--- config.mk ---
export PLATFORM = sky130hd
export DESIGN_NAME = fetch_unit
export DESIGN_NICKNAME = d
export VERILOG_FILES = /design/src/rtl/fetch_unit.sv
export SDC_FILE = /design/constraint.sdc
export NUM_CORES = 1
export LEC_CHECK = 0
export CAP_MARGIN = 10
export CORE_MARGIN = 2
export CORE_UTILIZATION = 28
export CTS_BUF_LIST = sky130_fd_sc_hd__clkbuf_16
export DETAILED_ROUTE_END_ITERATION = 10
export PLACE_DENSITY = 0.47
export SKIP_CTS_REPAIR_TIMING = 1
export SYNTH_ARGS = -nofsm -noshare
export SYNTH_HDL_FRONTEND = slang
export SYNTH_SLANG_ARGS = --single-unit
--- constraint.sdc ---
create_clock -name clk -period 3.75 [get_ports clk]
set_input_delay 0.5625 -clock clk [delete_from_list [all_inputs] [get_ports clk]]
set_output_delay 0.5625 -clock clk [all_outputs]
set_load 0.03 [all_outputs]
--- src/rtl/fetch_unit.sv ---
// Instruction fetch stage: owns the PC, keeps one request outstanding to instruction
// memory, buffers returned words with their PC in a 2-entry queue, handles redirects.
module fetch_unit #(
   parameter logic [31:0] RESET_PC = 32'h0000_0000
) (
   input  logic        clk,
   input  logic        rst_n,
   output logic [31:0] imem_adr,
   output logic        imem_req,
   input  logic [31:0] imem_rdata,
   input  logic        imem_done,
   input  logic        redirect,
   input  logic [31:0] redirect_pc,
   input  logic        id_ready,
   output logic        id_valid,
   output logic [31:0] id_instr,
   output logic [31:0] id_pc,
   output logic [1:0]  dbg_state
);

   // Handshakes: a request is live while imem_req=1 and completes on a cycle with
   // imem_done=1; a queue word transfers on a cycle with id_valid=1 and id_ready=1.
   typedef enum logic [1:0] {
      S_IDLE  = 2'd0,
      S_WAIT  = 2'd1,
      S_DRAIN = 2'd2
   } state_e;

   localparam logic [31:0] RESET_ADR = {RESET_PC[31:2], 2'b00};

   state_e      state_q, state_d;
   logic [31:0] pc_q, pc_d;
   logic [31:0] adr_q, adr_d;
   logic        req_q, req_d;
   logic [1:0]  count_q, count_d;
   logic [31:0] pc0_q, pc0_d, ins0_q, ins0_d;
   logic [31:0] pc1_q, pc1_d, ins1_q, ins1_d;

   logic        pop;
   logic        push;
   logic [1:0]  count_pop;
   logic [31:0] target_pc;
   logic [31:0] next_adr;

   assign id_valid  = (count_q != 2'd0);
   // A redirect flushes the queue, so a simultaneous pop must not count.
   assign pop       = id_valid && id_ready && !redirect;
   assign count_pop = count_q - {1'b0, pop};
   assign target_pc = {redirect_pc[31:2], 2'b00};
   assign next_adr  = adr_q + 32'd4;

   assign imem_adr  = adr_q;
   assign imem_req  = req_q;
   assign id_pc     = pc0_q;
   assign id_instr  = ins0_q;
   assign dbg_state = state_q;

   always_comb begin
      state_d = state_q;
      pc_d    = pc_q;
      adr_d   = adr_q;
      req_d   = req_q;
      push    = 1'b0;
      case (state_q)
         S_IDLE: begin
            if (redirect) begin
               state_d = S_WAIT;
               req_d   = 1'b1;
               adr_d   = target_pc;
               pc_d    = target_pc;
            end else if (count_pop < 2'd2) begin
               state_d = S_WAIT;
               req_d   = 1'b1;
               adr_d   = pc_q;
            end
         end
         S_WAIT: begin
            if (redirect) begin
               pc_d = target_pc;
               if (imem_done) begin
                  adr_d = target_pc;
               end else begin
                  state_d = S_DRAIN;
               end
            end else if (imem_done) begin
               push = 1'b1;
               pc_d = next_adr;
               // Room for one more word only if the queue is empty after this pop.
               if (count_pop == 2'd0) begin
                  adr_d = next_adr;
               end else begin
                  state_d = S_IDLE;
                  req_d   = 1'b0;
               end
            end
         end
         S_DRAIN: begin
            if (redirect) pc_d = target_pc;
            if (imem_done) begin
               state_d = S_WAIT;
               adr_d   = redirect ? target_pc : pc_q;
            end
         end
         default: begin
            state_d = S_IDLE;
            req_d   = 1'b0;
         end
      endcase
   end

   always_comb begin
      pc0_d   = pc0_q;
      ins0_d  = ins0_q;
      pc1_d   = pc1_q;
      ins1_d  = ins1_q;
      count_d = count_q;
      if (redirect) begin
         count_d = 2'd0;
      end else begin
         if (pop && count_q == 2'd2) begin
            pc0_d  = pc1_q;
            ins0_d = ins1_q;
         end
         if (push) begin
            if (count_pop == 2'd0) begin
               pc0_d  = adr_q;
               ins0_d = imem_rdata;
            end else begin
               pc1_d  = adr_q;
               ins1_d = imem_rdata;
            end
         end
         count_d = count_pop + {1'b0, push};
      end
   end

   always_ff @(posedge clk or negedge rst_n) begin
      if (!rst_n) begin
         state_q <= S_IDLE;
         pc_q    <= RESET_ADR;
         adr_q   <= RESET_ADR;
         req_q   <= 1'b0;
         count_q <= 2'd0;
         pc0_q   <= 32'd0;
         ins0_q  <= 32'd0;
         pc1_q   <= 32'd0;
         ins1_q  <= 32'd0;
      end else begin
         state_q <= state_d;
         pc_q    <= pc_d;
         adr_q   <= adr_d;
         req_q   <= req_d;
         count_q <= count_d;
         pc0_q   <= pc0_d;
         ins0_q  <= ins0_d;
         pc1_q   <= pc1_d;
         ins1_q  <= ins1_d;
      end
   end

endmodule

==> results.yml <==
run_status:
  status: "completed"
clock_network:
  path_clk_slew_ns: 0.08
  cts_inserted_buffers: 17
  cts_tree: "done"
  cts-root-buf: "clkbuf_16"
  cts_buffer_depth: 2
  clk_latency_ns: 0.44
  htree_levels: 4
  clkSinkCount: 197
synth:
  yosysMostFrequentCell: "dfrtp_1"
  synth-edff-count: 0
  syn_avg_cell_area_um2: 9.76
  syn-instance-count: 989
  ys_types: 55
  synthTopCellsByCount: "197 x dfrtp_1, 159 x nor2_1, 101 x o22ai_1"
  syn-num-nets: 1061
  ys_warn_count: 0
  synth_area_leaders: "dfrtp_1 51%, mux2_2 8.2%, o22ai_1 6.5%"
  synth_largest_area_cell: "dfrtp_1"
  ys_seq_area_share_pct: 51.1
  ys.flop_type: "dfrtp_1"
  yosysTopAreaCellShare_pct: 51.1
  ys_ff_latch: 197
  synthArstFlopShare_pct: 100
  syn_area_um2: 9650
sta:
  maxSlewViolCount: 0
  finalCriticalPeriod_ns: 3.01
  holdWs_ns: 0.157
  final_hold_viol_count: 0
  period_share_pct: 80.3
  slew_headroom_pct: 39.1
  fmax_mhz: 332
  worst_pin_slew_ns: 0.913
  rsz0062_at_grt: "no"
  setup_viol: 0
  tns_ns: 0
  clock_skew_ns: 0.0153
power_and_ir_drop:
  internal-power_mw: 6.10
  swShare_pct: 42.5
  finalPower_mw: 10.6
  combPwrFrac_pct: 45.7
  p_per_area_nw_per_um2: 852
  ir_worst_vdd_mv: 0.334
  p_clk_share_pct: 17.3
  pwr-share-seq_pct: 37.0
  p_leak_nw: 4.98
  p_switching_mw: 4.51
worst_setup_path:
  worstPathRequired_ns: 4.11
  worstSetupStartpointType: "flop"
  crit_type: "flop to flop"
  worstPathMaxFanout: 59
  arrival_ns: 3.37
  critPathCaptureType: "flop"
  reg2reg_depth: 9
  reg2reg_to: "id_pc[25]$_DFFE_PN0N_"
  reg2reg_slack_ns: 0.74
  crit-reg2reg-launch: "count_q[1]$_DFF_PN0_"
detailed_routing:
  drt_iter0_drc: 557
  drc: 0
  via_per_inst: 5.13
  vias: 8169
  wl_um: 32400
  wl_per_cell_um: 20.4
  ant_nets: 0
  firstDrtPassIters: 5
final_layout:
  syn2layout_area_growth_pct: 29.1
  final_nets: 1202
  design_area_um2: 12500
  fill_cells: 3455
  drive_above_1_share_pct: 13.8
  diodes: 0
worst_hold_path:
  min_path_type: "input port to asynchronous set/reset pin"
placed_design:
  port_buffers: 166
  dp_hpwl_um: 21300
  gp_congestion: 0.775
  place_area_um2: 11900
die:
  fp.dieW_um: 190
  die_h_um: 190
  fp.dieArea_um2: 36000
  coreArea_um2: 33700
  std_cell_rows: 67
  initial_core_util_pct: 28.6
  io_pins: 169
global_routing:
  grt_usage_pct: 18.2
  grt_pass1_wl_um: 50000
  antenna_found_initial: 1
  grt_pass1_vias: 8018
  grt-ovfl-total: 0
  grt_max_degree: 78
job:
  drv_cap: 0
layout make-up:
class	instances	area [um2]	area share, %
Timing Repair Buffer	204	1980	15.9
Clock buffer	17	425	3.41
Tap cell	448	561	4.50
Multi-Input combinational cell	697	4370	35.1
Clock inverter	15	143	1.14
Sequential cell	197	4930	39.6
Inverter	13	48.8	0.392
metal layers:
layer | GRT usage, % | up-vias | share of wire [%]
met2 | 28.1 | 184 | 46
met1 | 26.2 | 4116 | 49
met5 | 0 | - | 0
met3 | 3.21 | 23 | 4.1
li1 | - | 3846 | -
met4 | 4.89 | 0 | 1.3
sequential cells by signal (all words and copies together), names as in the netlist:
signal,count
count_q,2
id_pc,32
imem_req,1
ins1_q,32
id_instr,32
pc1_q,32
imem_adr,32
pc_q,32
dbg_state,2
power by group through the flow:
stage / sequential [mW] / clock (mW) / combinational, mW
2_1_floorplan: 4.64 / 0 / 2.07
6_report: 3.93 / 1.84 / 4.85
3_3_place_gp: 3.94 / 0 / 4.85
4_1_cts: 3.92 / 1.90 / 4.90
3_5_place_dp: 3.96 / 0 / 4.89
5_1_grt: 4.07 / 1.99 / 5.21
cell usage in the layout, fill, tap and decap left out, types with 4 or more instances in the layout:
cell,synthesis,layout
a211oi_1,4,4
nand2_1,53,51
nor2_1,159,158
o2bb2ai_1,6,6
a22oi_1,5,5
nor2b_1,5,5
nand4_1,14,14
nand3_1,16,16
o21ai_0,46,46
and3_1,8,8
a31oi_1,9,9
buf_4,0,35
o31ai_1,5,5
mux2_2,70,70
nand2b_1,27,27
o22a_1,4,4
dfrtp_1,197,197
o221a_2,5,5
xor2_1,9,9
a22o_1,17,17
clkdlybuf4s50_1,0,164
o221ai_1,9,9
inv_1,11,12
nor3_1,8,8
o22ai_1,101,101
clkbuf_16,0,17
nand3b_1,6,6
xnor2_1,20,20
a21oi_1,50,49
nor4_1,4,4
inv_6,0,4
worst max-delay path: stages, from the launching register on:
cell and delay [ns]:
dfrtp_1 0.43, or2_2 0.32, and3_1 0.19, ha_1 0.31, nor2b_1 0.40, nand2_2 0.26, nand2_2 0.10, buf_4 0.58
nor2_1 0.08, nor3_1 0.20
cells by family (layout without fill, tap and decap cells):
group                      after synthesis  in the layout  share of synthesized area, %
DFF                                    197            197                          51.1
buffers and inverters                   95            249                          3.80
muxes                                   71             71                          8.27
AOI/OAI and AO/OA                      276            276                          18.4
xor gates and xnor gates                29             29                          2.63
adders and majority gates                3              3                         0.389
and+or+nand+nor                        318            318                          15.5
worst max-delay path by stage:
stage	start	end	slack [ns]	cells after the start
after global routing	count_q[1]$_DFF_PN0_	id_pc[31]$_DFFE_PN0N_	0.46	9
after floorplan	redirect	imem_adr[31]$_DFFE_PN0P_	0.67	10
final	count_q[1]$_DFF_PN0_	id_pc[25]$_DFFE_PN0N_	0.74	9
after detailed placement	id_ready	id_pc[25]$_DFFE_PN0N_	0.44	9
after global placement	id_ready	id_pc[31]$_DFFE_PN0N_	0.50	9
after CTS	count_q[1]$_DFF_PN0_	id_pc[25]$_DFFE_PN0N_	0.64	9
metrics by stage:
step / util, % / setup WS (ns) / cells
2_1_floorplan: - / 0.675 / 989
3_3_place_gp: 35.3 / 0.497 / 1559
3_5_place_dp: 35.3 / 0.438 / 1559
4_1_cts: 37.0 / 0.637 / 1591
5_1_grt: 37.0 / 0.462 / 1591
6_report: 37.0 / 0.738 / 1591
Power figures use the tool's default switching activity.
